==> src/rtl/gpg_tick_poller.sv <==
// Periodic odometry poller: requests left then right motor tick counts and
// publishes signed deltas. Optional reply timeout with macro GPG_POLL_TIMEOUT_EN.
module gpg_tick_poller #(
  parameter int G_CLK_FREQ_MHZ   = 50,
  parameter int G_POLL_PERIOD_US = 10000,
  parameter int G_TIMEOUT_US     = 2000
) (
  input  logic        clk,
  input  logic        rst,
  input  logic        enable_i,
  output logic        get_motor_ticks_left_o,
  output logic        get_motor_ticks_rght_o,
  input  logic        motor_ticks_left_rdy_i,
  input  logic        motor_ticks_rght_rdy_i,
  input  logic [31:0] motor_ticks_left_i,
  input  logic [31:0] motor_ticks_rght_i,
  output logic [31:0] delta_left_o,
  output logic [31:0] delta_rght_o,
  output logic        odom_valid_o,
  output logic        timeout_o,
  output logic        overrun_o,
  output logic        busy_o
);

  localparam logic [31:0] C_PERIOD = 32'(G_CLK_FREQ_MHZ * G_POLL_PERIOD_US);

  if (G_CLK_FREQ_MHZ < 1 || G_POLL_PERIOD_US < 1 || G_TIMEOUT_US < 1)
    $error("gpg_tick_poller: clock, period and timeout parameters must be >= 1");

  typedef enum logic [2:0] {
    S_IDLE, S_REQ_L, S_WAIT_L, S_REQ_R, S_WAIT_R, S_UPDATE
  } state_t;

  state_t      r_state, w_next;
  logic [31:0] r_per_cnt;
  logic        w_tick;
  logic        w_to_exp;
  logic [31:0] r_cap_left, r_prev_left, r_prev_rght;
  logic [31:0] r_delta_left, r_delta_rght;
  logic        r_first;

  always_ff @(posedge clk or posedge rst) begin
    if (rst)                        r_per_cnt <= '0;
    else if (!enable_i)             r_per_cnt <= '0;
    else if (r_per_cnt == C_PERIOD - 32'd1) r_per_cnt <= '0;
    else                            r_per_cnt <= r_per_cnt + 32'd1;
  end

  assign w_tick = enable_i && (r_per_cnt == C_PERIOD - 32'd1);

`ifdef GPG_POLL_TIMEOUT_EN
  localparam logic [31:0] C_TIMEOUT = 32'(G_CLK_FREQ_MHZ * G_TIMEOUT_US);
  logic [31:0] r_to_cnt;

  // Held at 0 outside the wait states, so it starts from 0 on every WAIT entry.
  always_ff @(posedge clk or posedge rst) begin
    if (rst)                                        r_to_cnt <= '0;
    else if (r_state == S_WAIT_L || r_state == S_WAIT_R) r_to_cnt <= r_to_cnt + 32'd1;
    else                                            r_to_cnt <= '0;
  end

  assign w_to_exp = (r_to_cnt == C_TIMEOUT - 32'd1) &&
                    ((r_state == S_WAIT_L && !motor_ticks_left_rdy_i) ||
                     (r_state == S_WAIT_R && !motor_ticks_rght_rdy_i));
`else
  assign w_to_exp = 1'b0;
`endif

  always_ff @(posedge clk or posedge rst) begin
    if (rst) r_state <= S_IDLE;
    else     r_state <= w_next;
  end

  always_comb begin
    w_next                 = r_state;
    get_motor_ticks_left_o = 1'b0;
    get_motor_ticks_rght_o = 1'b0;
    odom_valid_o           = 1'b0;
    busy_o                 = (r_state != S_IDLE);
    overrun_o              = w_tick && (r_state != S_IDLE);
    timeout_o              = w_to_exp;
    case (r_state)
      S_IDLE:   if (w_tick) w_next = S_REQ_L;
      S_REQ_L: begin
        get_motor_ticks_left_o = 1'b1;
        w_next                 = S_WAIT_L;
      end
      S_WAIT_L: begin
        if (motor_ticks_left_rdy_i) w_next = S_REQ_R;
        else if (w_to_exp)          w_next = S_IDLE;
      end
      S_REQ_R: begin
        get_motor_ticks_rght_o = 1'b1;
        w_next                 = S_WAIT_R;
      end
      S_WAIT_R: begin
        if (motor_ticks_rght_rdy_i) w_next = S_UPDATE;
        else if (w_to_exp)          w_next = S_IDLE;
      end
      S_UPDATE: begin
        odom_valid_o = 1'b1;
        w_next       = S_IDLE;
      end
      default:  w_next = S_IDLE;
    endcase
  end

  // Deltas are registered on the edge entering UPDATE so they are already
  // valid during the odom_valid_o cycle.
  always_ff @(posedge clk or posedge rst) begin
    if (rst) begin
      r_cap_left   <= '0;
      r_prev_left  <= '0;
      r_prev_rght  <= '0;
      r_delta_left <= '0;
      r_delta_rght <= '0;
      r_first      <= 1'b1;
    end else begin
      if (r_state == S_WAIT_L && motor_ticks_left_rdy_i)
        r_cap_left <= motor_ticks_left_i;
      if (r_state == S_WAIT_R && motor_ticks_rght_rdy_i) begin
        if (r_first) begin
          r_delta_left <= '0;
          r_delta_rght <= '0;
        end else begin
          r_delta_left <= r_cap_left - r_prev_left;
          r_delta_rght <= motor_ticks_rght_i - r_prev_rght;
        end
        r_prev_left <= r_cap_left;
        r_prev_rght <= motor_ticks_rght_i;
        r_first     <= 1'b0;
      end
    end
  end

  assign delta_left_o = r_delta_left;
  assign delta_rght_o = r_delta_rght;

endmodule
==> config.mk <==
export PLATFORM = sky130hd
export DESIGN_NAME = gpg_tick_poller
export DESIGN_NICKNAME = d
export VERILOG_FILES = /design/src/rtl/gpg_tick_poller.sv
export SDC_FILE = /design/constraint.sdc
export NUM_CORES = 1
export LEC_CHECK = 0
export BUFFER_PORTS_ARGS = -buffer_cell sky130_fd_sc_hd__buf_2
export CORE_AREA = 5 5 103 201
export DETAILED_ROUTE_END_ITERATION = 16
export DIE_AREA = 0 0 108 206
export PLACE_DENSITY_LB_ADDON = 0.08
export SYNTH_ARGS = -nofsm -noshare
export SYNTH_HDL_FRONTEND = slang
export SYNTH_SLANG_ARGS = --single-unit
==> constraint.sdc <==
create_clock -name clk -period 7.3 [get_ports clk]
set_clock_uncertainty 0.2 [all_clocks]
set_input_delay 1.095 -clock clk [delete_from_list [all_inputs] [get_ports clk]]
set_output_delay 1.095 -clock clk [all_outputs]
set_load 0.1 [all_outputs]
* Word level (Yosys, flattened, before mapping)
Cells that the tools add are included.
Widths: inputs -> output; s select.
** Storage, ports and cells
- Bits in registers :: 196
- Output and inout port bits :: 70
** Operators by class
- $add $sub $neg :: 3
- Equality and inequality tests :: 9
- Multiplexer cells :: 11
- Reductions and logical operators :: 7
** Operators by type and width (count)
- $mux 32 :: 4
- $sub 32x32->32 :: 2
- $add 32x1->32 const B :: 1
- $eq 32x19->1 const B :: 1
- $pmux 3 s5 :: 1
- $mux 3 :: 3
- $eq 3x2->1 const B :: 2
- $eq 3x3->1 const B :: 2
- $ne 2x2->1 const B :: 3
- $logic_and 1x1->1 :: 4
- $eq 3x1->1 const B :: 1
- $logic_not 3->1 :: 1
- $mux 1 :: 3
- $reduce_and 3->1 :: 1
- $reduce_bool 3->1 :: 1

* Depth between registers and ports, before layout
- Word-level depth :: 4
- Gate-level depth with buffers :: 12
- Mapped depth without buffers :: 12

* Worst setup path after synthesis
OpenSTA, ideal clock, no wires.
- Kind :: input port to output port
- Start :: input enable_i
- End :: output overrun_o
- Arrival time :: 2.616 ns
- Data required time :: 6.005 ns
- Path slack :: 3.389 ns
- Stages :: 2
- Buffers on the path :: 0
- Path through :: nand2_1 -> a21oi_1
** On the way
- Word-level cells in the longest chain between the ends :: 2
** Ends and longest elaborated chain
- start: declaration :: line 10 : input logic enable_i,
- $logic_and 1x1->1 :: line 49 : assign w_tick = enable_i && (r_per_cnt == C_PERIOD - 32'd1);
- $logic_and 1x1->1 :: line 80 : overrun_o = w_tick && (r_state != S_IDLE);
- end: declaration :: line 21 : output logic overrun_o,
Every way passes these cells.

* Worst setup path after layout
- Start :: input motor_ticks_rght_i[0]
- End :: register r_delta_rght[28], in the netlist delta_rght_o[28]
** On the way
- Word-level cells in the longest chain between the ends :: 2
** Ends and longest elaborated chain
- start: declaration :: line 16 : input logic [31:0] motor_ticks_rght_i,
- $sub 32x32->32 :: line 127 : r_delta_rght <= motor_ticks_rght_i - r_prev_rght;
- $mux 32 :: line 122 : if (r_first) begin
- end signal: assignment :: line 127
- end: declaration :: line 39 : logic [31:0] r_delta_left, r_delta_rght;
Every way passes these cells.
A chain may end at the register's enable or synchronous reset.

==> flow_metrics.tcl <==
set metrics [dict create \
    outcome "finished, final reports clean" \
    io_buffers 137 \
    num_rows 71 \
    grt_overflow 0 \
    r2r-start "r_cap_left[0]" \
    period_minus_slack_ns 3.91 \
    muxShareOfSynthArea_pct 9.29 \
    synth-simple-area-share_pct 12.3 \
    relSlewSlack_pct 17.6 \
    postCtsSetupRepairBufs 0 \
    detail_route.first_pass.iterations 5 \
    grt_setup_unrepaired "false" \
    antenna_cells 0 \
    grt_usage_pct 23.0 \
    cp.arrival_ns 4.05 \
    crit_chain "buf_2 > inv_1 > ha_1 > fa_1 > nor2b_1 > o2111ai_1 > a211oi_1 > o21a_1 > nor2b_1 > o31a_1 > o311ai_1 > xnor2_1 > o31ai_1" \
    clk_pin_slew_worst_paths_ns 0.07 \
    vias 8311 \
    seq_area_frac_synth_pct 45.0 \
    tns_ns 0 \
    synth_ff_type "dfrtp_1" \
    htreeDepth 4 \
    cap_violations 0 \
    grt_max_degree 142 \
    tritoncts "built" \
    p_leak_nw 6.22 \
    fin_crit_sh_pct 53.6 \
    cts_root_buffer "clkbuf_16" \
    instances_no_fill 1492 \
    ys_ff_latch 196 \
    synth-edff-count 0 \
    holdWs_ns 0.274 \
    hold_buffers 0 \
    synthCells 1110 \
    worstHoldPathType "reg2reg" \
    wl_um 24900 \
    mostFrequentLayoutCells "195 x dfrtp_1, 137 x buf_2, 128 x nand2_1, 90 x mux2_2, 83 x o21ai_0" \
    path_class "in2reg" \
    crit_path_end_kind "flip-flop" \
    synth_top_area_share_pct 44.7 \
    synth-xor-area-share_pct 6.82 \
    cts_buffer_depth 2 \
    grt_pass1_vias 8570 \
    holdCritStartpoint "delta_left_o[9]" \
    die_height_um 206 \
    synthArstFlopShare_pct 100 \
    io_pins 139 \
    syn2layout_area_growth_pct 13.4 \
    synth_compound_area_share_pct 14.5 \
    synth_top_area_cell "dfrtp_1" \
    routed_via_density 5.57 \
    syn_area_um2 10900 \
    max_slew.worst_pin.slew_ns 1.20 \
    dp_hpwl_um 18600 \
    ys_types 66 \
    clock-sinks 196 \
    grt_pass1_wl_um 40500 \
    synth_fa_ha_area_share_pct 7.82 \
    start_util_pct 57.9 \
    final_max_slew_viol_count 0 \
    post_drt_wl_per_cell_um 16.7 \
    final_common_cell "dfrtp_1" \
    core_area_um2 18800 \
    dieArea_um2 22200 \
    antenna_found_initial 1 \
    cp.required_ns 7.44 \
    fin_nets 1361 \
    drive_gt1_share_pct 22.0 \
    ant_nets 0 \
    postCtsResizedCells 0 \
    pwr_density_cell_nw_per_um2 191 \
    cts_buffers 17 \
    clk_latency_ns 0.43 \
    vdd_drop_max_mv 0.130 \
    ys_warn_count 0 \
    worst_setup_path_start_kind "input pin" \
    gp_congestion 0.922 \
    synth_top_family_by_area "compound AO/OA/AOI/OAI gates" \
    cpMostUsedCell "nor2b_1" \
    hold_viol 0 \
    synth_area_leaders "dfrtp_1 45%, mux2_2 9.3%, ha_1 7.5%" \
    setup_viol 0 \
    dp_cells 1461 \
    maxClockFrequency_mhz 256 \
    crit_slowest_cell "a211oi_1" \
    crit_path_max_incr_delay_ns 0.46 \
    synth_area_per_cell_um2 9.83 \
    die_x_um 108 \
    detail_route.iter0.violations 278 \
    syn-num-nets 1246 \
    worstSetupStartpoint "motor_ticks_rght_i[0]" \
    drc 0 \
    cp_max_fo 3 \
]
-- metrics by stage --
step / setup WS [ns] / utilization [%] / cell area (um2) / total power (W)
after floorplan: 0.666 / - / 10900 / 0.00137
after global placement: 3.04 / 62.6 / 11800 / 0.00145
after detailed placement: 2.99 / 62.6 / 11800 / 0.00146
after CTS: 3.45 / 65.7 / 12400 / 0.00239
after global routing: 3.20 / 65.7 / 12400 / 0.00247
final: 3.39 / 65.7 / 12400 / 0.00237
-- critical path: cells and delay by family --
| family | cells | cell delay, ns |
|---|---|---|
| AO/OA/AOI/OAI | 6 | 1.79 |
| adder cells (fa/ha/maj) | 2 | 0.59 |
| AND/OR/NAND/NOR | 2 | 0.33 |
| buffers and inverters | 2 | 0.12 |
| XOR/XNOR | 1 | 0.11 |
-- cell type report --
cell class | instances | area (um2)
well taps | 255 | 319
multi-input cells | 791 | 5560
inverters | 80 | 308
repair buffers | 139 | 701
clock buffers | 20 | 457
clock inverters | 11 | 125
fillers | 1636 | 6460
flip-flops and latches | 196 | 4910
-- registers in the layout, indices dropped and copies added (netlist names) --
| name | flops |
|---|---|
| r_prev_left | 32 |
| r_first | 1 |
| r_state | 3 |
| r_cap_left | 32 |
| r_per_cnt | 32 |
| delta_left_o | 32 |
| delta_rght_o | 32 |
| r_prev_rght | 32 |
-- power by group --
group	leakage [nW]	switching [W]	internal [W]	total (W)
registers	2.72	0.00000668	0.00110	0.00110
logic	3.21	0.000199	0.000131	0.000330
clock network	0.283	0.000408	0.000523	0.000931
-- final timing paths --
| path | to | slack (ns) | cells past startpoint |
|---|---|---|---|
| max | delta_rght_o[28] | 3.39 | 13 |
| min | delta_left_o[9] | 0.27 | 2 |
| max reg2reg | delta_left_o[28] | 3.42 | 12 |
| min reg2reg | delta_left_o[9] | 0.27 | 2 |
| max in group asynchronous | r_prev_left[22] | 4.95 | 3 |
| min in group asynchronous | r_state[1] | 0.62 | 2 |
-- metal layers --
metal,wire length [um],global-route usage [%],up-vias
met2,14100,44.7,172
met3,1030,4.53,49
met1,9080,23.4,3998
met4,733,8.98,2
li1,-,-,4090
met5,7,0,-
-- kinds of logic (layout without fill, tap and decap cells) --
kind of cell | count (synthesis) | after routing
multiplexers | 90 | 90
AO/OA/AOI/OAI | 254 | 254
other | 1 | 1
adder cells (fa/ha/maj) | 67 | 67
flip-flops | 196 | 196
buffers and inverters | 123 | 250
XOR/XNOR | 85 | 85
AND/OR/NAND/NOR | 294 | 294
-- synthesized netlist by cell type, types with 2 or more instances --
cell type	n
nor4_1	4
clkbuf_1	42
xor2_1	46
a31o_2	2
xnor2_1	39
a21o_1	18
a31oi_1	8
and3_1	9
a21oi_1	65
nand4_1	14
o21ai_0	83
a22o_1	4
or3_1	3
o2111ai_1	2
a221o_1	2
o31a_1	2
o41ai_1	4
and2_1	4
nor3_1	8
nand3b_1	4
nand3_1	25
fa_1	2
and4_1	4
a2111oi_0	3
mux2_2	90
a211oi_1	4
inv_1	79
o311ai_0	2
o31ai_1	14
nand2_1	128
or2_2	3
o21ai_1	3
ha_1	65
o21bai_1	8
dfrtp_1	195
nor2_1	64
a211o_1	4
o21a_1	7
nor2b_1	9
o211ai_1	3
nand2b_1	10
(Power assumes the default switching activity.)
